**src/rtl/data_fetch_seq_pkg.sv**
```systemverilog
// Shared state encoding and command constants for the BRAM data-fetch sequencer.
package data_fetch_seq_pkg;

    typedef enum logic [2:0] {
        IDLE,
        RUN,
        DRAIN,
        FIN
    } fseq_state_t;

    localparam logic OP_LOAD     = 1'b0;
    localparam logic OP_STORE    = 1'b1;
    localparam int   STORE_BEATS = 4;

    // LOAD length in beats for a DIMEN code: 0/1/2/3 -> 2/4/8/16.
    function automatic logic [4:0] beats(input logic [1:0] dimen);
        return 5'd2 << dimen;
    endfunction

endpackage

```
**src/rtl/data_fetch_seq_if.sv**
```systemverilog
// Command/status handshake with the control unit plus the fetch-stage control and PE load strobe.
interface data_fetch_seq_if #(
    parameter int ADDR_W = 4
);
    logic              start;
    logic              op;
    logic [1:0]        dimen_in;
    logic [ADDR_W-1:0] base_in;
    logic [1:0]        pe_sel_in;
    logic [1:0]        pe_sub_in;
    logic              busy;
    logic              done;
    logic              err;

    logic [1:0]        dimen;
    logic [ADDR_W-1:0] address;
    logic [1:0]        pe_sel;
    logic              pe_sel_4;
    logic              pe_sel_2x2;
    logic              addr_rst;
    logic              addr_start;
    logic              wraddr_start;
    logic              fetch_done;
    logic              store_done;
    logic              pe_ld_vld;
    logic [ADDR_W-1:0] pe_ld_idx;

    modport master (
        output start, op, dimen_in, base_in, pe_sel_in, pe_sub_in, fetch_done, store_done,
        input  busy, done, err, dimen, address, pe_sel, pe_sel_4, pe_sel_2x2,
               addr_rst, addr_start, wraddr_start, pe_ld_vld, pe_ld_idx
    );

    modport slave (
        input  start, op, dimen_in, base_in, pe_sel_in, pe_sub_in, fetch_done, store_done,
        output busy, done, err, dimen, address, pe_sel, pe_sel_4, pe_sel_2x2,
               addr_rst, addr_start, wraddr_start, pe_ld_vld, pe_ld_idx
    );

endinterface

```
**src/rtl/data_fetch_seq.sv**
```systemverilog
// Runs one LOAD/STORE through the BRAM fetch stage; DONE lands N+2 cycles after START for an
// N-beat LOAD, 5 for a STORE, TIMEOUT+1 on abort. START is only sampled while idle.
module data_fetch_seq #(
    parameter int ADDR_W  = 4,
    parameter int TIMEOUT = 32
) (
    input  logic            i_clk,
    input  logic            i_rst,
    data_fetch_seq_if.slave bus
);
    import data_fetch_seq_pkg::*;

    localparam int TO_W = $clog2(TIMEOUT);

    fseq_state_t       r_state;
    fseq_state_t       w_next;
    logic              r_op;
    logic [1:0]        r_dimen;
    logic [ADDR_W-1:0] r_addr;
    logic [1:0]        r_pe_sel;
    logic [1:0]        r_pe_sub;
    logic [ADDR_W-1:0] r_beat;
    logic [TO_W-1:0]   r_tcnt;
    logic              r_abort;
    logic              r_ld_vld;
    logic [ADDR_W-1:0] r_ld_idx;

    logic w_done_in;
    logic w_timeout;
    logic w_busy;
    logic w_done;
    logic w_err;
    logic w_addr_rst;
    logic w_addr_start;
    logic w_wraddr;

    always_comb begin
        w_next       = r_state;
        w_busy       = 1'b0;
        w_done       = 1'b0;
        w_err        = 1'b0;
        w_addr_rst   = 1'b0;
        w_addr_start = 1'b0;
        w_wraddr     = 1'b0;
        w_done_in    = (r_op == OP_STORE) ? bus.store_done : bus.fetch_done;
        w_timeout    = (r_tcnt == TO_W'(TIMEOUT - 1));

        case (r_state)
            IDLE: begin
                w_addr_rst = 1'b1;
                if (bus.start) begin
                    w_next = RUN;
                end
            end
            RUN: begin
                w_busy       = 1'b1;
                w_addr_start = ~w_done_in;
                w_wraddr     = r_op;
                // A done flag on the timeout cycle still counts as a clean finish.
                if (w_done_in) begin
                    w_next = (r_op == OP_STORE) ? FIN : DRAIN;
                end else if (w_timeout) begin
                    w_next = FIN;
                end
            end
            DRAIN: begin
                w_busy = 1'b1;
                w_next = FIN;
            end
            FIN: begin
                w_busy     = 1'b1;
                w_done     = 1'b1;
                w_addr_rst = 1'b1;
                w_err      = r_abort;
                w_next     = IDLE;
            end
            default: begin
                w_next = IDLE;
            end
        endcase
    end

    always_ff @(posedge i_clk or posedge i_rst) begin
        if (i_rst) begin
            r_state  <= IDLE;
            r_op     <= OP_LOAD;
            r_dimen  <= '0;
            r_addr   <= '0;
            r_pe_sel <= '0;
            r_pe_sub <= '0;
            r_beat   <= '0;
            r_tcnt   <= '0;
            r_abort  <= 1'b0;
            r_ld_vld <= 1'b0;
            r_ld_idx <= '0;
        end else begin
            r_state <= w_next;
            // Read data trails the address by one cycle, so the strobe is delayed to match.
            r_ld_vld <= (r_state == RUN) && (r_op == OP_LOAD);
            r_ld_idx <= r_beat;

            case (r_state)
                IDLE: begin
                    if (bus.start) begin
                        r_op     <= bus.op;
                        r_dimen  <= bus.dimen_in;
                        r_addr   <= bus.base_in;
                        r_pe_sel <= bus.pe_sel_in;
                        r_pe_sub <= bus.pe_sub_in;
                        r_beat   <= '0;
                        r_tcnt   <= '0;
                        r_abort  <= 1'b0;
                    end
                end
                RUN: begin
                    if (w_addr_start) begin
                        r_beat <= r_beat + ADDR_W'(1);
                    end
                    r_tcnt <= r_tcnt + TO_W'(1);
                    if (!w_done_in && w_timeout) begin
                        r_abort <= 1'b1;
                    end
                end
                default: begin
                end
            endcase
        end
    end

    assign bus.busy         = w_busy;
    assign bus.done         = w_done;
    assign bus.err          = w_err;
    assign bus.addr_rst     = w_addr_rst;
    assign bus.addr_start   = w_addr_start;
    assign bus.wraddr_start = w_wraddr;
    assign bus.dimen        = r_dimen;
    assign bus.address      = r_addr;
    assign bus.pe_sel       = r_pe_sel;
    assign bus.pe_sel_4     = r_pe_sub[1];
    assign bus.pe_sel_2x2   = r_pe_sub[0];
    assign bus.pe_ld_vld    = r_ld_vld;
    assign bus.pe_ld_idx    = r_ld_idx;

endmodule

```
**src/flat_wrapper.sv**
```systemverilog
// flat-port wrapper written by rule: the top's interface ports become plain ports
module data_fetch_seq_flat import data_fetch_seq_pkg::*;
#(
    parameter int ADDR_W  = 4,
    parameter int TIMEOUT = 32
)
  (i_clk, i_rst, bus_start, bus_op, bus_dimen_in, bus_base_in, bus_pe_sel_in, bus_pe_sub_in, bus_fetch_done, bus_store_done, bus_busy, bus_done, bus_err, bus_dimen, bus_address, bus_pe_sel, bus_pe_sel_4, bus_pe_sel_2x2, bus_addr_rst, bus_addr_start, bus_wraddr_start, bus_pe_ld_vld, bus_pe_ld_idx);
  data_fetch_seq_if #(.ADDR_W(ADDR_W)) bus_i ();
  input  logic i_clk;
  input  logic i_rst;
  input wire logic [$bits(bus_i.start)-1:0] bus_start;
  input wire logic [$bits(bus_i.op)-1:0] bus_op;
  input wire logic [$bits(bus_i.dimen_in)-1:0] bus_dimen_in;
  input wire logic [$bits(bus_i.base_in)-1:0] bus_base_in;
  input wire logic [$bits(bus_i.pe_sel_in)-1:0] bus_pe_sel_in;
  input wire logic [$bits(bus_i.pe_sub_in)-1:0] bus_pe_sub_in;
  input wire logic [$bits(bus_i.fetch_done)-1:0] bus_fetch_done;
  input wire logic [$bits(bus_i.store_done)-1:0] bus_store_done;
  output wire logic [$bits(bus_i.busy)-1:0] bus_busy;
  output wire logic [$bits(bus_i.done)-1:0] bus_done;
  output wire logic [$bits(bus_i.err)-1:0] bus_err;
  output wire logic [$bits(bus_i.dimen)-1:0] bus_dimen;
  output wire logic [$bits(bus_i.address)-1:0] bus_address;
  output wire logic [$bits(bus_i.pe_sel)-1:0] bus_pe_sel;
  output wire logic [$bits(bus_i.pe_sel_4)-1:0] bus_pe_sel_4;
  output wire logic [$bits(bus_i.pe_sel_2x2)-1:0] bus_pe_sel_2x2;
  output wire logic [$bits(bus_i.addr_rst)-1:0] bus_addr_rst;
  output wire logic [$bits(bus_i.addr_start)-1:0] bus_addr_start;
  output wire logic [$bits(bus_i.wraddr_start)-1:0] bus_wraddr_start;
  output wire logic [$bits(bus_i.pe_ld_vld)-1:0] bus_pe_ld_vld;
  output wire logic [$bits(bus_i.pe_ld_idx)-1:0] bus_pe_ld_idx;
  assign bus_i.start = bus_start;
  assign bus_i.op = bus_op;
  assign bus_i.dimen_in = bus_dimen_in;
  assign bus_i.base_in = bus_base_in;
  assign bus_i.pe_sel_in = bus_pe_sel_in;
  assign bus_i.pe_sub_in = bus_pe_sub_in;
  assign bus_i.fetch_done = bus_fetch_done;
  assign bus_i.store_done = bus_store_done;
  assign bus_busy = bus_i.busy;
  assign bus_done = bus_i.done;
  assign bus_err = bus_i.err;
  assign bus_dimen = bus_i.dimen;
  assign bus_address = bus_i.address;
  assign bus_pe_sel = bus_i.pe_sel;
  assign bus_pe_sel_4 = bus_i.pe_sel_4;
  assign bus_pe_sel_2x2 = bus_i.pe_sel_2x2;
  assign bus_addr_rst = bus_i.addr_rst;
  assign bus_addr_start = bus_i.addr_start;
  assign bus_wraddr_start = bus_i.wraddr_start;
  assign bus_pe_ld_vld = bus_i.pe_ld_vld;
  assign bus_pe_ld_idx = bus_i.pe_ld_idx;
  data_fetch_seq #(.ADDR_W(ADDR_W), .TIMEOUT(TIMEOUT)) u_core (.i_clk(i_clk), .i_rst(i_rst), .bus(bus_i));
endmodule
```
**config.mk**
```make
export PLATFORM = sky130hd
export DESIGN_NAME = data_fetch_seq_flat
export DESIGN_NICKNAME = d
export VERILOG_FILES = /design/src/rtl/data_fetch_seq_pkg.sv /design/src/rtl/data_fetch_seq_if.sv /design/src/rtl/data_fetch_seq.sv /design/src/flat_wrapper.sv
export SDC_FILE = /design/constraint.sdc
export NUM_CORES = 1
export LEC_CHECK = 0
export ABC_AREA = 1
export ABC_CLOCK_PERIOD_IN_PS = 3420
export BUFFER_PORTS_ARGS = -buffer_cell sky130_fd_sc_hd__buf_2
export CAP_MARGIN = 0
export CORE_MARGIN = 3
export CORE_UTILIZATION = 45
export DETAILED_ROUTE_END_ITERATION = 7
export HOLD_SLACK_MARGIN = 0.06
export PLACE_DENSITY = 0.81
export SKIP_LAST_GASP = 1
export SLEW_MARGIN = 20
export SYNTH_ARGS = -nofsm -noshare
export SYNTH_HDL_FRONTEND = slang
export SYNTH_SLANG_ARGS = --single-unit
```
**constraint.sdc**
```tcl
create_clock -name i_clk -period 3.42 [get_ports i_clk]
set_input_delay 0.171 -clock i_clk [delete_from_list [all_inputs] [get_ports i_clk]]
set_output_delay 0.171 -clock i_clk [all_outputs]
set_load 0.01 [all_outputs]
```
==> results.json <==
{
  "cp_max_fo": 8,
  "p_sw_uw": 555,
  "internal-power_uw": 749,
  "viasPerCell": 4.78,
  "grtUsageTotal": 0.163,
  "clkPwrFrac": 0.121,
  "hp-class": "in -> reg",
  "fin_crit_ns": 1.76,
  "vias": 1084,
  "p_seq_frac": 0.409,
  "drtPass1Iterations": 4,
  "synthMuxAreaShare": 0,
  "worst_pin_slew_ns": 0.965,
  "fmax_mhz": 569,
  "skew_ns": 0.00476,
  "first_global_vias": 1054,
  "die_w_um": 60.0,
  "syn_area_per_cell_um2": 8.80,
  "diodes": 0,
  "clk_path_buf_depth": 2,
  "dieHeight_um": 60.0,
  "netlist_area_mm2": 0.00131,
  "synth_cell_types": 22,
  "met2_usage": 0.304,
  "final-hold-violation-count": 0,
  "dieArea_mm2": 0.00360,
  "synth.yosys.seq_area_share": 0.534,
  "status": "complete, no violations",
  "required_ns": 3.25,
  "cap_violations": 0,
  "period_share": 0.514,
  "p_per_area_mw_per_mm2": 789,
  "ys.warnings.count": 0,
  "grt_pass1_wl_um": 4440,
  "clk_pin_slew_ns": 0.15,
  "portBuffers": 36,
  "area_growth_pct": 26.0,
  "core-area_mm2": 0.00261,
  "swShare": 0.426,
  "wl_um": 2700,
  "finalWeightedCongestion": 0.801,
  "setup_viol_count_final": 0,
  "post-cts-setup-buffer-count": 0,
  "synth-compound-area-share": 0.0649,
  "wl_per_cell_um": 11.9,
  "synth_top_cell_by_area": "dfrtp_1",
  "yosysTopAreaCellShare": 0.534,
  "place_hpwl_um": 1970,
  "synth_cells": 149,
  "fin_setup_tns_ns": 0,
  "start_util": 0.502,
  "slew_viol_final": 0,
  "rows": 18,
  "busiest_layer": "met2",
  "grt.met3_usage": 0.0259,
  "cp.arrival_ns": 1.59,
  "synth_xor_area_frac": 0.00668,
  "drive_above_1_share": 0.264,
  "drc_errors": 0,
  "grt_max_degree": 29,
  "cts_sinks": 28,
  "relSlewSlack": 0.352,
  "tritoncts": "built",
  "ant_nets": 0,
  "synth.ff_latch_count": 28,
  "leakage_uw": 0.000958,
  "overflow": 0,
  "clkLatencyLatePin_ns": 0.32,
  "stdcell_count": 227,
  "htree_levels": 1,
  "grtUsageMet1": 0.196,
  "setup.worst_path.start_class": "flop",
  "vdd.ir_drop.worst_mv": 0.557,
  "nNetsFinal": 222,
  "synth_top_family_by_area": "simple AND/OR/NAND/NOR gates",
  "rsz0062_at_grt": "false",
  "drtIter0Drc": 38,
  "finalPower_uw": 1300,
  "pwr-share-comb": 0.469,
  "netlist_top_cells_area": "dfrtp_1 (53%), nand2_1 (15%), ha_1 (7.6%)",
  "synthesis.nets": 173,
  "synthAdderAreaFrac": 0.0763,
  "ios": 37,
  "synth_simple_gate_area_frac": 0.248,
  "cp-end-kind": "output pin",
  "cts_inserted_buffers": 3,
  "antenna_found_initial": 0,
  "clock-root-buffer": "clkbuf_4",
  "place_inst": 212,
  "path_class": "reg -> out"
}
-- through the flow --
stage / instance area, um^2 / util / setup slack, ns / hold slack, ns
after detailed placement: 1510 / 0.576 / 1.81 / 0.370
after floorplan: 1310 / - / 2.07 / 0.236
final: 1650 / 0.632 / 1.66 / 0.0567
after CTS: 1640 / 0.628 / 1.63 / 0.0604
after global placement: 1510 / 0.576 / 1.87 / 0.365
after global routing: 1650 / 0.632 / 1.51 / 0.0736
-- final timing paths --
kind | endpoint | slack (ns) | cells past startpoint | startpoint
setup / recovery | bus_addr_start | 1.66 | 5 | u_core.r_state[1]
hold reg to reg | u_core.bus.pe_ld_idx[3] | 0.45 | 0 | u_core.r_beat[3]
hold / removal | u_core.bus.address[0] | 0.06 | 3 | bus_base_in[0]
min in group asynchronous | u_core.bus.dimen[0] | 0.49 | 3 | i_rst
max in group asynchronous | u_core.r_tcnt[0] | 2.50 | 3 | i_rst
setup reg to reg | u_core.r_tcnt[2] | 1.79 | 7 | u_core.r_state[0]
-- power by group through the flow --
stage	registers [uW]	logic (uW)	clock network (uW)
global placement	530	579	0
floorplan	557	402	0
detailed placement	538	608	0
global route	552	701	176
CTS	530	619	161
finish	534	612	158
-- Yosys cell counts, drive strengths merged --
cell type	instances
a21oi	3
a22o	2
and3	1
buf	3
dfrtp	28
ha	8
inv	18
nand2	58
nand3	7
nand4	2
nor2	8
o21ai	9
or2	1
xor2	1
-- placed cells by master, fill, tap and decap left out, types with 2 or more instances in the layout --
master          n
a21oi_1         3
a22o_1          2
buf_2          36
clkbuf_4        3
dfrtp_1        28
dlygate4sd3_1  11
ha_1            8
inv_1          13
inv_2           4
nand2_1        54
nand2_2         3
nand3_1         7
nand4_1         2
nor2_1          7
o21ai_0         3
o21ai_1         4
o21ai_2         2
-- registers in the layout, summed over array words and instances (netlist names) --
register / count
u_core.r_state: 2
u_core.r_beat: 4
u_core.bus.dimen: 2
u_core.bus.pe_ld_idx: 4
u_core.bus.address: 4
u_core.r_tcnt: 5
u_core.bus.pe_sel: 2
u_core.r_pe_sub: 2
u_core.r_abort: 1
u_core.r_op: 1
u_core.bus.pe_ld_vld: 1
-- routing by layer --
metal / vias to the layer above / routed length (um)
met2: 33 / 1400
met4: 0 / 0
met3: 0 / 160
met5: - / 0
li1: 563 / -
met1: 488 / 1140
-- repair_timing --
action	4_1_cts	5_1_grt
gates resized for setup	0	0
hold endpoints to repair	10	28
hold buffers	10	1
-- cells by family after synthesis --
group	Yosys count
buffers and inverters	21
AND/OR/NAND/NOR	77
XOR/XNOR	1
adder cells (fa/ha/maj)	8
AO/OA/AOI/OAI	14
flip-flops	28
-- area by class of cell --
| cell class | instances | area (um^2) |
|---|---|---|
| fill | 228 | 961 |
| sequential | 28 | 701 |
| multi-input combinational | 100 | 519 |
| timing repair buffer | 47 | 290 |
| inverter | 18 | 67.6 |
| tap | 30 | 37.5 |
| clock buffer | 4 | 36.3 |
-- worst max-delay path, cell delays in order, from the launching register on --
cell	delay, ns
dfrtp_1	0.44
inv_1	0.11
ha_1	0.31
nand3_1	0.17
inv_1	0.10
buf_2	0.13
No activity file was read; power rests on OpenSTA's default activity.
